File: src/rtl/subframe_encoder.sv
// FLAC subframe packer: VERBATIM or FIXED (order 0..2) with one Rice partition, emitted as
// big-endian 16-bit RAM words. Define SUBFRAME_ENCODER_STATS_EN to add the oBitCount output.
module subframe_encoder #(
    parameter int unsigned ACC_W = 32
) (
    input  logic        iClock,
    input  logic        iReset,
    input  logic        iEnable,
    input  logic        iStart,
    input  logic [15:0] iBlockSize,
    input  logic        iMode,
    input  logic [1:0]  iOrder,
    input  logic [3:0]  iRiceParam,
    input  logic        iUpperBits,
    input  logic [7:0]  iPrevByte,
    input  logic [15:0] iStartAddress,
    input  logic [15:0] iSample,
    input  logic        iSampleValid,
    output logic        oSampleReady,
    output logic        oWriteEnable,
    output logic [15:0] oWriteAddr,
    output logic [15:0] oWriteData,
    output logic        oFrameDone,
    output logic [15:0] oEndAddress,
    output logic [4:0]  oEndBits
`ifdef SUBFRAME_ENCODER_STATS_EN
    ,
    output logic [23:0] oBitCount
`endif
);

    localparam int unsigned CW = $clog2(ACC_W + 1);
    localparam logic [CW-1:0] WORD_BITS = CW'(16);
    localparam logic [CW-1:0] READY_MAX = CW'(ACC_W - 19);

    localparam logic [3:0] ST_IDLE   = 4'd0;
    localparam logic [3:0] ST_HEADER = 4'd1;
    localparam logic [3:0] ST_VERB   = 4'd2;
    localparam logic [3:0] ST_WARM   = 4'd3;
    localparam logic [3:0] ST_CODING = 4'd4;
    localparam logic [3:0] ST_RESID  = 4'd5;
    localparam logic [3:0] ST_UNARY  = 4'd6;
    localparam logic [3:0] ST_FLUSH  = 4'd7;
    localparam logic [3:0] ST_DONE   = 4'd8;

    logic [3:0]       state_q, state_d;
    logic [ACC_W-1:0] acc_q, acc_d;
    logic [CW-1:0]    cnt_q, cnt_d;
    logic [15:0]      addr_q, addr_d;
    logic             verbatim_q, verbatim_d;
    logic [1:0]       order_q, order_d;
    logic [3:0]       k_q, k_d;
    logic [15:0]      block_q, block_d;
    logic [15:0]      rem_q, rem_d;
    logic [15:0]      x1_q, x1_d;
    logic [15:0]      x2_q, x2_d;
    logic [18:0]      qrem_q, qrem_d;
    logic [15:0]      term_q, term_d;
    logic             we_q, we_d;
    logic [15:0]      wdata_q, wdata_d;
    logic [15:0]      waddr_q, waddr_d;
    logic             done_q, done_d;
    logic [15:0]      end_addr_q, end_addr_d;
    logic [4:0]       end_bits_q, end_bits_d;

    logic             emit;
    logic [CW-1:0]    cnt_mid;
    logic [ACC_W-1:0] acc_mid;
    logic [ACC_W-1:0] placed;
    logic             push_en;
    logic [4:0]       push_len;
    logic [15:0]      push_val;
    logic             load;
    logic             pad;
    logic             ready;
    logic             accept;
    logic [15:0]      warm_cnt;

    logic signed [17:0] x_ext, x1_ext, x2_ext, resid;
    logic [18:0]      r2, u, q_val, low_mask;
    logic [15:0]      term_val;
    logic             fits;
    logic [4:0]       single_len;
    logic             ufits;
    logic [4:0]       zrun;
    logic [7:0]       header_byte;

    assign ready = ((state_q == ST_VERB) || (state_q == ST_WARM) || (state_q == ST_RESID)) &&
                   (cnt_q <= READY_MAX);
    assign accept = iSampleValid && ready;
    assign warm_cnt = (block_q < {14'd0, order_q}) ? block_q : {14'd0, order_q};
    assign header_byte = verbatim_q ? 8'b0_000001_0 : {1'b0, 3'b001, 1'b0, order_q, 1'b0};

    // Residual and zigzag mapping; -2r-1 is the bitwise complement of 2r.
    always_comb begin
        x_ext  = {{2{iSample[15]}}, iSample};
        x1_ext = {{2{x1_q[15]}}, x1_q};
        x2_ext = {{2{x2_q[15]}}, x2_q};
        case (order_q)
            2'd1:    resid = x_ext - x1_ext;
            2'd2:    resid = x_ext - (x1_ext <<< 1) + x2_ext;
            default: resid = x_ext;
        endcase
        r2         = {resid, 1'b0};
        u          = resid[17] ? ~r2 : r2;
        q_val      = u >> k_q;
        low_mask   = (19'd1 << k_q) - 19'd1;
        term_val   = 16'((19'd1 << k_q) | (u & low_mask));
        fits       = ({1'b0, q_val} + 20'(k_q) + 20'd1) <= 20'd16;
        single_len = q_val[4:0] + {1'b0, k_q} + 5'd1;
        ufits      = ({1'b0, qrem_q} + 20'(k_q) + 20'd1) <= 20'd16;
        zrun       = (qrem_q >= 19'd16) ? 5'd16 : qrem_q[4:0];
    end

    always_comb begin
        state_d    = state_q;
        addr_d     = addr_q;
        verbatim_d = verbatim_q;
        order_d    = order_q;
        k_d        = k_q;
        block_d    = block_q;
        rem_d      = rem_q;
        x1_d       = x1_q;
        x2_d       = x2_q;
        qrem_d     = qrem_q;
        term_d     = term_q;
        we_d       = 1'b0;
        wdata_d    = wdata_q;
        waddr_d    = waddr_q;
        done_d     = 1'b0;
        end_addr_d = end_addr_q;
        end_bits_d = end_bits_q;
        push_en    = 1'b0;
        push_len   = 5'd0;
        push_val   = 16'd0;
        load       = 1'b0;
        pad        = 1'b0;

        emit    = (cnt_q >= WORD_BITS);
        cnt_mid = emit ? (cnt_q - WORD_BITS) : cnt_q;
        acc_mid = emit ? (acc_q << 16) : acc_q;
        if (emit) begin
            we_d    = 1'b1;
            wdata_d = acc_q[ACC_W-1 -: 16];
            waddr_d = addr_q;
            addr_d  = addr_q + 16'd1;
        end

        unique case (state_q)
            ST_IDLE: begin
                if (iStart) begin
                    load       = 1'b1;
                    verbatim_d = ~iMode || (iOrder == 2'd3);
                    order_d    = (~iMode || (iOrder == 2'd3)) ? 2'd0 : iOrder;
                    k_d        = iRiceParam;
                    block_d    = iBlockSize;
                    addr_d     = iStartAddress;
                    state_d    = ST_HEADER;
                end
            end
            ST_HEADER: begin
                push_en  = 1'b1;
                push_len = 5'd8;
                push_val = {8'd0, header_byte};
                if (verbatim_q) begin
                    rem_d   = block_q;
                    state_d = ST_VERB;
                end else if (warm_cnt != 16'd0) begin
                    rem_d   = warm_cnt;
                    state_d = ST_WARM;
                end else begin
                    state_d = ST_CODING;
                end
            end
            ST_VERB: begin
                if (accept) begin
                    push_en  = 1'b1;
                    push_len = 5'd16;
                    push_val = iSample;
                    rem_d    = rem_q - 16'd1;
                    if (rem_q <= 16'd1) state_d = ST_FLUSH;
                end
            end
            ST_WARM: begin
                if (accept) begin
                    push_en  = 1'b1;
                    push_len = 5'd16;
                    push_val = iSample;
                    x1_d     = iSample;
                    x2_d     = x1_q;
                    rem_d    = rem_q - 16'd1;
                    if (rem_q <= 16'd1) state_d = ST_CODING;
                end
            end
            ST_CODING: begin
                push_en  = 1'b1;
                push_len = 5'd10;
                push_val = {12'd0, k_q};
                rem_d    = block_q - warm_cnt;
                state_d  = (block_q == warm_cnt) ? ST_FLUSH : ST_RESID;
            end
            ST_RESID: begin
                if (accept) begin
                    x1_d  = iSample;
                    x2_d  = x1_q;
                    rem_d = rem_q - 16'd1;
                    if (fits) begin
                        push_en  = 1'b1;
                        push_len = single_len;
                        push_val = term_val;
                        if (rem_q <= 16'd1) state_d = ST_FLUSH;
                    end else begin
                        qrem_d  = q_val;
                        term_d  = term_val;
                        state_d = ST_UNARY;
                    end
                end
            end
            ST_UNARY: begin
                push_en = 1'b1;
                if (ufits) begin
                    push_len = qrem_q[4:0] + {1'b0, k_q} + 5'd1;
                    push_val = term_q;
                    state_d  = (rem_q == 16'd0) ? ST_FLUSH : ST_RESID;
                end else begin
                    push_len = zrun;
                    qrem_d   = qrem_q - {14'd0, zrun};
                end
            end
            ST_FLUSH: begin
                if (!emit) begin
                    state_d = ST_DONE;
                    if (cnt_q != '0) begin
                        pad        = 1'b1;
                        we_d       = 1'b1;
                        wdata_d    = acc_q[ACC_W-1 -: 16];
                        waddr_d    = addr_q;
                        addr_d     = addr_q + 16'd1;
                        end_addr_d = addr_q;
                        end_bits_d = cnt_q[4:0];
                    end else begin
                        end_addr_d = addr_q - 16'd1;
                        end_bits_d = 5'd16;
                    end
                end
            end
            ST_DONE: begin
                done_d  = 1'b1;
                state_d = ST_IDLE;
            end
            default: state_d = ST_IDLE;
        endcase

        // Left-justify the push within 16 bits, then drop it just below the valid bits.
        placed = {16'(push_val << (5'd16 - push_len)), {(ACC_W - 16){1'b0}}} >> cnt_mid;

        if (load) begin
            acc_d = iUpperBits ? '0 : {iPrevByte, {(ACC_W - 8){1'b0}}};
            cnt_d = iUpperBits ? '0 : CW'(8);
        end else if (pad) begin
            acc_d = '0;
            cnt_d = '0;
        end else if (push_en) begin
            acc_d = acc_mid | placed;
            cnt_d = cnt_mid + CW'(push_len);
        end else begin
            acc_d = acc_mid;
            cnt_d = cnt_mid;
        end
    end

    always_ff @(posedge iClock) begin
        if (iReset) begin
            state_q    <= ST_IDLE;
            acc_q      <= '0;
            cnt_q      <= '0;
            addr_q     <= 16'd0;
            verbatim_q <= 1'b0;
            order_q    <= 2'd0;
            k_q        <= 4'd0;
            block_q    <= 16'd0;
            rem_q      <= 16'd0;
            x1_q       <= 16'd0;
            x2_q       <= 16'd0;
            qrem_q     <= 19'd0;
            term_q     <= 16'd0;
            we_q       <= 1'b0;
            wdata_q    <= 16'd0;
            waddr_q    <= 16'd0;
            done_q     <= 1'b0;
            end_addr_q <= 16'd0;
            end_bits_q <= 5'd0;
        end else if (iEnable) begin
            state_q    <= state_d;
            acc_q      <= acc_d;
            cnt_q      <= cnt_d;
            addr_q     <= addr_d;
            verbatim_q <= verbatim_d;
            order_q    <= order_d;
            k_q        <= k_d;
            block_q    <= block_d;
            rem_q      <= rem_d;
            x1_q       <= x1_d;
            x2_q       <= x2_d;
            qrem_q     <= qrem_d;
            term_q     <= term_d;
            we_q       <= we_d;
            wdata_q    <= wdata_d;
            waddr_q    <= waddr_d;
            done_q     <= done_d;
            end_addr_q <= end_addr_d;
            end_bits_q <= end_bits_d;
        end else begin
            // Strobes must not repeat while the pipeline is held.
            we_q   <= 1'b0;
            done_q <= 1'b0;
        end
    end

`ifdef SUBFRAME_ENCODER_STATS_EN
    logic [23:0] bit_count_q;

    always_ff @(posedge iClock) begin
        if (iReset) begin
            bit_count_q <= 24'd0;
        end else if (iEnable) begin
            if (load) begin
                bit_count_q <= 24'd0;
            end else if (push_en) begin
                bit_count_q <= bit_count_q + 24'(push_len);
            end
        end
    end

    assign oBitCount = bit_count_q;
`endif

    assign oSampleReady = ready;
    assign oWriteEnable = we_q;
    assign oWriteAddr   = waddr_q;
    assign oWriteData   = wdata_q;
    assign oFrameDone   = done_q;
    assign oEndAddress  = end_addr_q;
    assign oEndBits     = end_bits_q;

endmodule
File: config.mk
export PLATFORM = sky130hd
export DESIGN_NAME = subframe_encoder
export DESIGN_NICKNAME = d
export VERILOG_FILES = /design/src/rtl/subframe_encoder.sv
export SDC_FILE = /design/constraint.sdc
export NUM_CORES = 1
export LEC_CHECK = 0
export CELL_PAD_IN_SITES_DETAIL_PLACEMENT = 1
export CELL_PAD_IN_SITES_GLOBAL_PLACEMENT = 1
export CORE_ASPECT_RATIO = 1.25
export CORE_MARGIN = 2
export CORE_UTILIZATION = 49
export CTS_BUF_LIST = sky130_fd_sc_hd__clkbuf_4
export CTS_CLUSTER_SIZE = 24
export DETAILED_ROUTE_END_ITERATION = 12
export PLACE_DENSITY = 0.91
export RECOVER_POWER = 100
export SLEW_MARGIN = 10
export SYNTH_ARGS = -nofsm -noshare
export SYNTH_HDL_FRONTEND = slang
export SYNTH_SLANG_ARGS = --single-unit
export TNS_END_PERCENT = 5
File: constraint.sdc
create_clock -name iClock -period 29 [get_ports iClock]
set_input_delay 4.35 -clock iClock [delete_from_list [all_inputs] [get_ports iClock]]
set_output_delay 4.35 -clock iClock [all_outputs]
set_load 0.05 [all_outputs]
# Word-level counts from Yosys, hierarchy flattened
# Index checks and enable logic that the tools add are counted.
word_totals:
  ff_bits: 219
  output_inout_bits: 56
  wordCells: 181
  input_bits: 69
classes:
  n_addsub: 20
  order_cmp: 7
  n_eq_ne: 23
  shifts: 4
  mux: 77
  n_reduce_logical: 23
  bitwise_logic: 8
op_table:
  columns: ["cell", "count"]
  rows:
  - ["$mux 16", 21]
  - ["$mux 32", 5]
  - ["$pmux 16 s5", 1]
  - ["$mux 19", 4]
  - ["$pmux 16 s3", 1]
  - ["$sub 16x1->16 const B", 3]
  - ["$add 19x4->20", 2]
  - ["$add 20x1->20 const B", 2]
  - ["$le 20x5->1 const B", 2]
  - ["$mux 4", 10]
  - ["$pmux 19 s2", 1]
  - ["$pmux 18 s2", 1]
  - ["$mux 5", 7]
  - ["$or 32x32->32", 1]
  - ["$pmux 16 s2", 1]
  - ["$pmux 4 s8", 1]
  - ["$shr 32x6->32", 1]
  - ["$pmux 5 s5", 1]
  - ["$mux 6", 4]
  - ["$ge 19x5->1 const B", 1]
  - ["$not 19->19", 1]
  - ["$shr 19x4->19", 1]
  - ["$sub 19x5->19", 1]
  - ["$add 18x16->18", 1]
  - ["other kinds (46)", 88]

# Depth between registers and ports, before layout
# Gate-level depths: netlist (run 1).
depth:
  ltp_word: 19
  ltp_mapped: 45
  ltp_nobuf: 40

# Worst setup path before layout (run 1)
# No wires, ideal clock.
synth_path:
  path_kind: "input-to-reg"
  from: "input iSample[15]"
  to: "register acc_q[8]"
  path_buffers: 3
  stages: 43
  t_required_ns: 28.913
  arrival_ns: 13.057
  path_slack_ns: 15.856
  setup_time_ns: 0.087
  path_cell_list: "inv_1 > fa_1 > inv_1 > ha_1 > a21oi_1 > o21ai_1 > nor4_1 > a21o_1 > o221ai_2 > nand2_1 > buf_4 > buf_1 > xnor2_1 > mux2i_1 > nand2_1 > o211ai_1 > a31oi_1 > inv_1 > [... 7 more ...] > o211a_1 > o211a_1 > nand3_2 > o41ai_4 > inv_2 > ha_1 > inv_1 > a21oi_1 > a21oi_1 > nand3_1 > buf_2 > mux2i_1 > a32o_1 > nor2_1 > mux4_2 > mux2i_1 > a22oi_1 > o31ai_1"
synth_via:
  elab_chain_cells: 19
  word_cells_on_any_way: 31
  cone_classes: "add/sub (8); order compare (1); shift (3); mux (15); bitwise (4)"
synth_rtl:
  columns: ["element", "line", "rtl"]
  rows:
  - ["start: declaration", "17", "input logic [15:0] iSample,"]
  - ["$sub 16x17->18", "101", "2'd2: resid = x_ext - (x1_ext <<< 1) + x2_ext;"]
  - ["$add 18x16->18", "101", null]
  - ["$pmux 18 s2", "99", "case (order_q)"]
  - ["$not 19->19", "105", "u = resid[17] ? ~r2 : r2;"]
  - ["$mux 19", "105", null]
  - ["$shr 19x4->19", "106", "q_val = u >> k_q;"]
  - ["$add 19x4->20", "109", "fits = ({1'b0, q_val} + 20'(k_q) + 20'd1) <= 20'd16;"]
  - ["$add 20x1->20", "109", null]
  - ["[... 3 more ...]", null, null]
  - ["$pmux 5 s5", "149", "unique case (state_q)"]
  - ["$sub 5x5->5", "255", "placed = {16'(push_val << (5'd16 - push_len)), {(ACC_W - 16){1'b0}}} >> cnt_mid;"]
  - ["$shl 16x5->16", "255", null]
  - ["$shr 32x6->32", "255", null]
  - ["$or 32x32->32", "264", "acc_d = acc_mid | placed;"]
  - ["$mux 32 (*)", "263", "end else if (push_en) begin"]
  - ["$mux 32 (*)", "260", "end else if (pad) begin"]
  - ["$mux 32 (*)", "257", "if (load) begin"]
  - ["end signal: assignment", "275", "acc_q <= '0;"]
  - ["end signal: assignment", "295", "acc_q <= acc_d;"]
  - ["end: declaration", "47", "logic [ACC_W-1:0] acc_q, acc_d;"]
# Every way passes the cells marked *; elsewhere a longest branch is shown, timed or not.
# A chain may end at the register's enable or synchronous reset.

# Worst setup path after layout (run 1)
layout_path:
  from: "input iSample[15]"
  to: "register acc_q[1]"
# Same word-level chain as after synthesis.

==> results.sh, run 1 <==
export IMPL_post_cts_setup_buffers=0
export IMPL_fp_row_count=81
export IMPL_drv_slew=254
export IMPL_cp_startpoint="iSample[15]"
export IMPL_die_h_um=227
export IMPL_grt_antenna_before_repair=4
export IMPL_drc_errors=0
export IMPL_grt_pass1_vias=23500
export IMPL_timing_rr_start="x2_q[15]"
export IMPL_p_per_area_nw_per_um2=51.5
export IMPL_pin_count=125
export IMPL_syn_area_per_cell_um2=7.08
export IMPL_peakVddDrop_mv=0.0344
export IMPL_hold_path_class="reg2reg"
export IMPL_crit_type="in2reg"
export IMPL_seq_power_share_pct=29.7
export IMPL_synth_simple_gate_area_share_pct=25.3
export IMPL_cts_root_buf="clkbuf_4"
export IMPL_synth_cell_area_um2=19600
export IMPL_setup_tns_ns=0
export IMPL_ys_seq_area_share_pct=22.4
export IMPL_yosysTopAreaCellShare_pct=22.4
export IMPL_gp_congestion=0.981
export IMPL_clock_power_share_pct=30.3
export IMPL_violations="capacitance limit, slew limit"
export IMPL_cellInternalPower_uw=629
export IMPL_drtIter0Drc=1603
export IMPL_place_inst=3223
export IMPL_synth_top_area_cell="dfxtp_1"
export IMPL_core_area_um2=39200
export IMPL_synth_async_reset_ratio_pct=0
export IMPL_layout_commonest_cell="nand2_1"
export IMPL_synth_cell_types=119
export IMPL_finalCriticalPeriod_ns=19.46
export IMPL_synth_compound_area_share_pct=32.3
export IMPL_path_max_fanout=20
export IMPL_hold_violations=0
export IMPL_synth_adder_area_share_pct=5.92
export IMPL_wl_mm=81.1
export IMPL_clock_fmax_mhz=51.4
export IMPL_initial_core_util_pct=49.9
export IMPL_rsz0062_at_grt="no"
export IMPL_crit_arrival_ns=19.95
export IMPL_p_sw_uw=493
export IMPL_maxCapViolCount=5
export IMPL_cp_end_kind="register"
export IMPL_die_area_um2=41600
export IMPL_synthFlopType="dfxtp_1"
export IMPL_critPathLaunchType="input port"
export IMPL_cts_resized=0
export IMPL_clkLatencyLatePin_ns=0.84
export IMPL_synth_area_leaders="dfxtp_1, nand2_1, a21oi_1, nor2_1, ha_1"
export IMPL_path_clk_slew_ns=0.07
export IMPL_cts_tree="built"
export IMPL_hpwl_mm=59.6
export IMPL_clockBufferDepth=3
export IMPL_fp_dieW_um=183
export IMPL_drive_gt1_share_pct=7.86
export IMPL_ys_warnings_count=0
export IMPL_wl_per_cell_um=24.2
export IMPL_synth_edf_count=0
export IMPL_cp_common_cell="a21oi_1"
export IMPL_slew_headroom_pct=-180
export IMPL_cts_buffers=69
export IMPL_vias_per_cell=6.72
export IMPL_fin_util_pct=55.5
export IMPL_period_share_pct=67.1
export IMPL_synth_xor_area_share_pct=4.24
export IMPL_nets=2945
export IMPL_finalSetupViolations=0
export IMPL_grt_usage_pct=38.7
export IMPL_worst_pin_slew_ns=4.20
export IMPL_firstDrtPassIters=5
export IMPL_outcome="finished with violations"
export IMPL_fin_cells=3351
export IMPL_grt_max_degree=91
export IMPL_ys_ff_latch=219
export IMPL_final_cell_mix="nand2_1, nor2_1, a21oi_1"
export IMPL_syn_nets=2913
export IMPL_holdBufCountCts=0
export IMPL_clock_sinks=219
export IMPL_crit_required_ns=29.50
export IMPL_max_stage_delay_ns=2.30
export IMPL_synthMuxAreaShare_pct=3.38
export IMPL_comb_power_share_pct=40.0
export IMPL_hp_start="x2_q[11]"
export IMPL_grt_pass1_wl_mm=128
export IMPL_antenna_left=0
export IMPL_grt_ovfl_total=0
export IMPL_critPathSlowestCell="o41ai_1"
export IMPL_fin_skew_ns=0.0733
export IMPL_htreeDepth=3
export IMPL_power_leakage_uw=0.00798
export IMPL_numPortBuffers=124
export IMPL_syn2layout_area_growth_pct=11.2
export IMPL_synth_top_family_by_area="compound AO/OA/AOI/OAI gates"
export IMPL_netlist_instances=2764
export IMPL_p_sw_share_pct=44.0
export IMPL_vias=22500
## layout make-up
type	instances	area (µm²)
tap	498	623
antenna	3	7.51
clock inverter	22	136
sequential	219	4380
inverter	135	507
multi-input combinational	2219	13900
clock buffer	103	773
timing repair buffer	152	1430
fill	5051	17500
## flip-flops by register name, indices dropped and copies added (netlist names), 5 cells and up
register	cells
oWriteData	16
oWriteAddr	16
addr_q	16
x1_q	16
rem_q	16
block_q	16
x2_q	16
oEndAddress	16
term_q	16
oEndBits	5
acc_q	32
qrem_q	19
cnt_q	6
## Yosys cell counts, drive strengths merged, types with 10 or more instances
library cell and count:
and2 19, or3 18, nor4 27, xnor2 60, or2 15, a211o 17, a211oi 65, dfxtp 219
o21ai 157, clkbuf 159, fa 21, and4 10, nor2 276, mux2i 42, o22ai 28, ha 59
buf 32, and3 33, a31oi 39, a21o 22, nor2b 15, nand4 24, a2bb2oi 10, nor3 88
nand2b 28, xor2 34, mux2 15, a21oi 248, nand3 75, a22oi 64, o31ai 19, nand2 415
inv 132, nor3b 11, o211ai 24, a221oi 16, o41ai 12, a2111oi 11, a311oi 13, o21a 15
a32oi 17
## per-stage QoR
stage	setup slack [ns]	total power, µW	cell area [µm²]	hold WS (ns)
2_1_floorplan	15.86	642	19600	0.425
3_3_place_gp	13.18	761	20900	0.441
3_5_place_dp	12.72	775	20900	0.450
4_1_cts	13.46	1120	21800	0.459
5_1_grt	8.37	1180	21800	0.475
6_report	9.54	1120	21800	0.454
## power by group through the flow
stage | Sequential (µW) | Combinational, µW | Clock [µW]
2_1_floorplan | 326 | 316 | 0
3_3_place_gp | 338 | 423 | 0
3_5_place_dp | 339 | 436 | 0
4_1_cts | 332 | 440 | 343
5_1_grt | 335 | 484 | 360
6_report | 334 | 448 | 340
## critical path, delay by kind of cell
family,cells,cell delay (ns)
AND/OR/NAND/NOR,6,3.86
buffers and inverters,6,1.82
AO/OA/AOI/OAI,18,7.03
XOR/XNOR,1,0.35
adder cells (fa/ha/maj),5,2.07
multiplexers,2,0.45
## cells by family after synthesis
| kind of cell | after synthesis |
|---|---|
| xor+xnor | 94 |
| compound gates | 907 |
| mux | 60 |
| other cells | 1 |
| fa+ha+maj | 80 |
| simple gates | 1077 |
| flops | 219 |
| buf+inv | 326 |
## per-layer routing
metal	GRT usage [%]	part of all wire, %	up-vias	wire [µm]
li1	-	-	10200	-
met1	41.3	38	11100	30500
met2	69.9	50	901	40500
met3	8.80	6.7	325	5460
met4	22.7	5.8	4	4720
met5	0	0.033	-	27
## worst paths after layout
kind | to | slack [ns] | cells past startpoint
hold reg to reg | x2_q[11] | 0.45 | 2
setup / recovery | acc_q[1] | 9.54 | 38
hold / removal | x2_q[11] | 0.45 | 2
setup reg to reg | acc_q[1] | 13.69 | 37
Power figures use the tool's default switching activity.
==> run 2: changes to the inputs <==
- CORE_UTILIZATION: 49 -> 41
- PLACE_DENSITY: 0.91 -> 0.81
- clock period: 29 -> 15.7 ns (I/O delays scaled with it)
==> run 2 against run 1 <==
The flow still finishes with violations (capacitance limit, slew limit). Via count shrank 0.91%. Die area grew 19%. Clock skew shrank 0.0070 ns. Largest cell class unchanged. Worst hold slack gained 0.00080 ns. Largest power group unchanged. Sequential share of layout area shrank 0.14 points.
==> results.sh, run 2 (synthesized netlist as in run 1, its figures left out) <==
export IMPL_grt_usage_pct=32.7
export IMPL_drv_slew=306
export IMPL_grt_pass1_wl_mm=128
export IMPL_p_per_area_nw_per_um2=93.2
export IMPL_fill_cells=6118
export IMPL_critPathLaunchType="input port"
export IMPL_pin_count=125
export IMPL_layout_commonest_cell="nand2_1"
export IMPL_vias=22300
export IMPL_hold_violations=0
export IMPL_crit_arrival_ns=14.71
export IMPL_hold_path_class="reg2reg"
export IMPL_holdBufCountCts=0
export IMPL_drtIter0Drc=1445
export IMPL_fin_skew_ns=0.0663
export IMPL_htreeDepth=3
export IMPL_peakVddDrop_mv=0.0544
export IMPL_clock_sinks=219
export IMPL_cts_resized=0
export IMPL_slew_headroom_pct=-185
export IMPL_fp_row_count=89
export IMPL_clkLatencyLatePin_ns=0.83
export IMPL_wl_met3_mm=4.94
export IMPL_gp_congestion=0.964
export IMPL_wl_met2_mm=39.4
export IMPL_outcome="finished with violations"
export IMPL_grt_max_degree=94
export IMPL_fp_dieW_um=199
export IMPL_placed_area_um2=21100
export IMPL_violations="capacitance limit, slew limit"
export IMPL_setup_tns_ns=0
export IMPL_initial_core_util_pct=41.5
export IMPL_die_area_um2=49500
export IMPL_maxCapViolCount=5
export IMPL_path_clk_slew_ns=0.06
export IMPL_drt_met1_wl_mm=31.6
export IMPL_die_h_um=248
export IMPL_dr_max_layer_used="met5"
export IMPL_firstDrtPassIters=6
export IMPL_drive_gt1_share_pct=7.57
export IMPL_top_regs="acc_q: 32 flops, qrem_q: 19 flops"
export IMPL_rsz0062_at_grt="no"
export IMPL_fin_area_um2=21900
export IMPL_critPathSlowestCell="and2_0"
export IMPL_regMostFlops="acc_q"
export IMPL_finalSetupViolations=0
export IMPL_clock_fmax_mhz=70.2
export IMPL_cts_buffers=68
export IMPL_hpwl_mm=60.8
export IMPL_worst_pin_slew_ns=4.27
export IMPL_cts_tree="built"
export IMPL_rrSetupSlack_ns=3.50
export IMPL_path_max_fanout=16
export IMPL_max_stage_delay_ns=0.98
export IMPL_core_area_um2=47200
export IMPL_post_cts_setup_buffers=0
export IMPL_cts_root_buf="clkbuf_4"
export IMPL_final_cell_mix="nand2_1, nor2_1, a21oi_1"
export IMPL_wl_mm=81.1
export IMPL_clockBufferDepth=3
export IMPL_cp_common_cell="a21oi_1"
export IMPL_syn2layout_area_growth_pct=12.0
export IMPL_wl_per_cell_um=23.3
export IMPL_largest_reg_flops=32
export IMPL_vias_per_cell=6.41
export IMPL_finalCriticalPeriod_ns=14.24
export IMPL_power_leakage_uw=0.00797
export IMPL_grt_pass1_vias=23100
export IMPL_drc_errors=0
export IMPL_grt_antenna_before_repair=5
export IMPL_numPortBuffers=124
export IMPL_crit_required_ns=16.18
export IMPL_cp_end_kind="register"
export IMPL_crit_type="in2reg"
export IMPL_nets=2944
export IMPL_period_share_pct=90.7
export IMPL_grt_ovfl_total=0
export IMPL_antenna_left=0
run 2: cell types whose count changed in the layout (fill, tap and decap cells not counted), moves of 2 or more:
cell / previous run / this run
clkbuf_1: 3 / 8
buf_4: 26 / 22
clkbuf_4: 103 / 99
clkinv_2: 5 / 3
run 2: layout make-up:
cell class / instances / area, µm² / share of cell area, %
flip-flops and latches: 219 / 4380 / 20.0
repair buffers: 152 / 1420 / 6.46
diodes: 2 / 5.00 / 0.0228
clock buffers: 99 / 743 / 3.39
inverters: 135 / 507 / 2.31
multi-input cells: 2219 / 13900 / 63.5
clock inverters: 18 / 136 / 0.622
well taps: 637 / 797 / 3.64
run 2: critical path: cells and delay by family:
kind / cells / cell delay [ns]
adder cells (fa/ha/maj): 4 / 1.63
AO/OA/AOI/OAI: 20 / 6.25
multiplexers: 1 / 0.36
AND/OR/NAND/NOR: 6 / 2.97
buffers and inverters: 5 / 1.11
run 2: routing by layer:
layer / track usage (%) / up-vias
li1: - / 10200
met1: 36.9 / 11000
met2: 56.8 / 829
met3: 6.57 / 277
met4: 19.9 / 6
met5: 0 / -
run 2: report_power, final:
group          internal, µW  switching [µW]
Combinational           266             555
Clock                   322             286
Sequential              575            38.6
run 2: worst paths after layout:
path                 start       endpoint  cells after the start
max            iSample[15]      acc_q[18]                     36
max reg2reg       x2_q[15]      acc_q[18]                     35
min          oWriteData[4]  oWriteData[4]                      2
min reg2reg  oWriteData[4]  oWriteData[4]                      2
run 2: stage by stage:
stage                     cells  setup slack [ns]  total power (µW)  util, %  hold slack (ns)
after floorplan            2764              4.55              1190        -            0.425
after global placement     3362              1.76              1410     44.7            0.441
after detailed placement   3362              1.44              1430     44.7            0.449
after CTS                  3479              2.24              2050     46.5            0.457
after global routing       3481             0.775              2160     46.4            0.476
final                      3481              1.46              2040     46.4            0.455
==> RTL edit: new RTL, flow settings as in run 2 <==
Change the parameter `ACC_W` from 32 to 128.
--- a/src/rtl/subframe_encoder.sv
+++ b/src/rtl/subframe_encoder.sv
@@ -2,5 +2,5 @@
 // big-endian 16-bit RAM words. Define SUBFRAME_ENCODER_STATS_EN to add the oBitCount output.
 module subframe_encoder #(
-    parameter int unsigned ACC_W = 32
+    parameter int unsigned ACC_W = 128
 ) (
     input  logic        iClock,
Formal check against the unedited RTL: not equivalent (Yosys sat finds a counterexample within 4 cycles, from zero or initial values and one cycle with iReset high).
==> RTL edit against run 2 <==
  * The run still ends with capacitance limit, slew limit left
  * Clock power rose by 30%
  * Sequential cell count rose by 98
  * Sequential share of layout area rose by 3.0 points
  * Register-to-register slack got worse by 180 ps
  * Die area rose by 26%
  * Area after synthesis rose by 26%
  * Routed wire length rose by 28%
  * Utilization fell by 0.17 points
  * Setup slack got worse by 54 ps
  * Cell area rose by 26%
  * Total power rose by 100%
  * Sequential power rose by 50%
  * Critical endpoint is now acc_q[79]
  * Largest power group unchanged
==> RTL edit: results (changes against run 2) <==
sta:
  worst_hold_slack_ps: 452  # was 455 ps
  drv_slew: 336  # was 306
  period_share_pct: 91.0  # was 90.7%
critical_path:
  crit_start: "iSample[11]"  # was iSample[15]
  arrival_ps: 15100  # was 14,710 ps
  cpLargestDelayFamily: "simple AND/OR/NAND/NOR gates"  # was compound AO/OA/AOI/OAI gates
  cp_max_fo: 20  # was 16
floorplan:
  dieArea_sq_um: 62300  # was 49,500 sq um
detailed_routing:
  wl_met3_um: 7210  # was 4940 um
  routedWlPerCell_um: 24.4  # was 23.3 um
  drt-met1-wl_um: 39600  # was 31,600 um
  drtIter0Drc: 2294  # was 1,445
finish:
  final_area_sq_um: 27500  # was 21,900 sq um
  drive_gt1_share_pct: 8.78  # was 7.57%
  largestRegisters: "acc_q: 128 flops, qrem_q: 19 flops"  # was acc_q: 32 flops, qrem_q: 19 flops
  final_cells: 4265  # was 3,481
  clock_buffers: 128  # was 99
  n_fill_cell: 7573  # was 6,118
  nonClkBufAreaFrac_pct: 6.16  # was 6.46%
  n_all_inverters: 139  # was 135
  multi_input_comb_area_sq_um: 16900  # was 13,900 sq um
flow_run:
  maxCapViolations: 6  # was 5
synth:
  yosys-mux-area-fraction_pct: 4.08  # was 3.38%
  synth_cell_type_count: 121  # was 119
  netlist_top_cells_area: "dfxtp_1 26%, nand2_1 7.1%, a21oi_1 6.1%"  # was dfxtp_1 22%, nand2_1 8.0%, a21oi_1 6.3%
  avgSynthCellArea_sq_um: 7.27  # was 7.08 sq um
  synth_compound_area_share_pct: 33.1  # was 32.3%
  synthTopCellsByCount: "465 x nand2_1, 338 x nor2_1, 317 x dfxtp_1, 301 x a21oi_1, 207 x clkbuf_1"  # was 415 x nand2_1, 276 x nor2_1, 245 x a21oi_1, 219 x dfxtp_1, 159 x clkbuf_1
run_status:
  violations: "capacitance limit, slew limit"  # unchanged
  outcome: "finished with violations"  # unchanged
clocking:
  clk_latency_ps: 950  # was 830 ps
placed_design:
  globalplace.congestion: 1.03  # was 0.964
  hpwlAfterDp_um: 76100  # was 60,800 um
pwr:
  sw_frac_of_total_pct: 55.2  # was 43.1%
  ir_drop_mv: 0.256  # was 0.0544 mV
grt:
  track_usage_pct: 32.7  # about the same
RTL edit: changes by cell type in the layout (fill, tap and decap cells not counted), sizes merged, moves of 18 or more:
| cell | change |
|---|---|
| dfxtp | +98 |
| a22oi | +50 |
| o21ai | +79 |
| nor2 | +64 |
| mux2i | +19 |
| clkbuf | +28 |
| or3 | +21 |
| nand2 | +51 |
| a21oi | +61 |
| a22o | +18 |
| buf | +38 |
RTL edit: power by group through the flow:
stage | sequential, mW | combinational, mW | clock [mW]
floorplan | 0.927 | 1.46 | 0
global placement | 0.934 | 2.32 | 0
detailed placement | 0.936 | 2.34 | 0
CTS | 0.918 | 2.35 | 0.808
global route | 0.926 | 2.56 | 0.852
finish | 0.919 | 2.43 | 0.791
RTL edit: tightest hold or removal path, delay by kind of cell, from the launching register on:
kind / cells / cell delay [ps]
and+or+nand+nor: 1 / 50
DFF: 1 / 310
AOI/OAI and AO/OA: 1 / 50
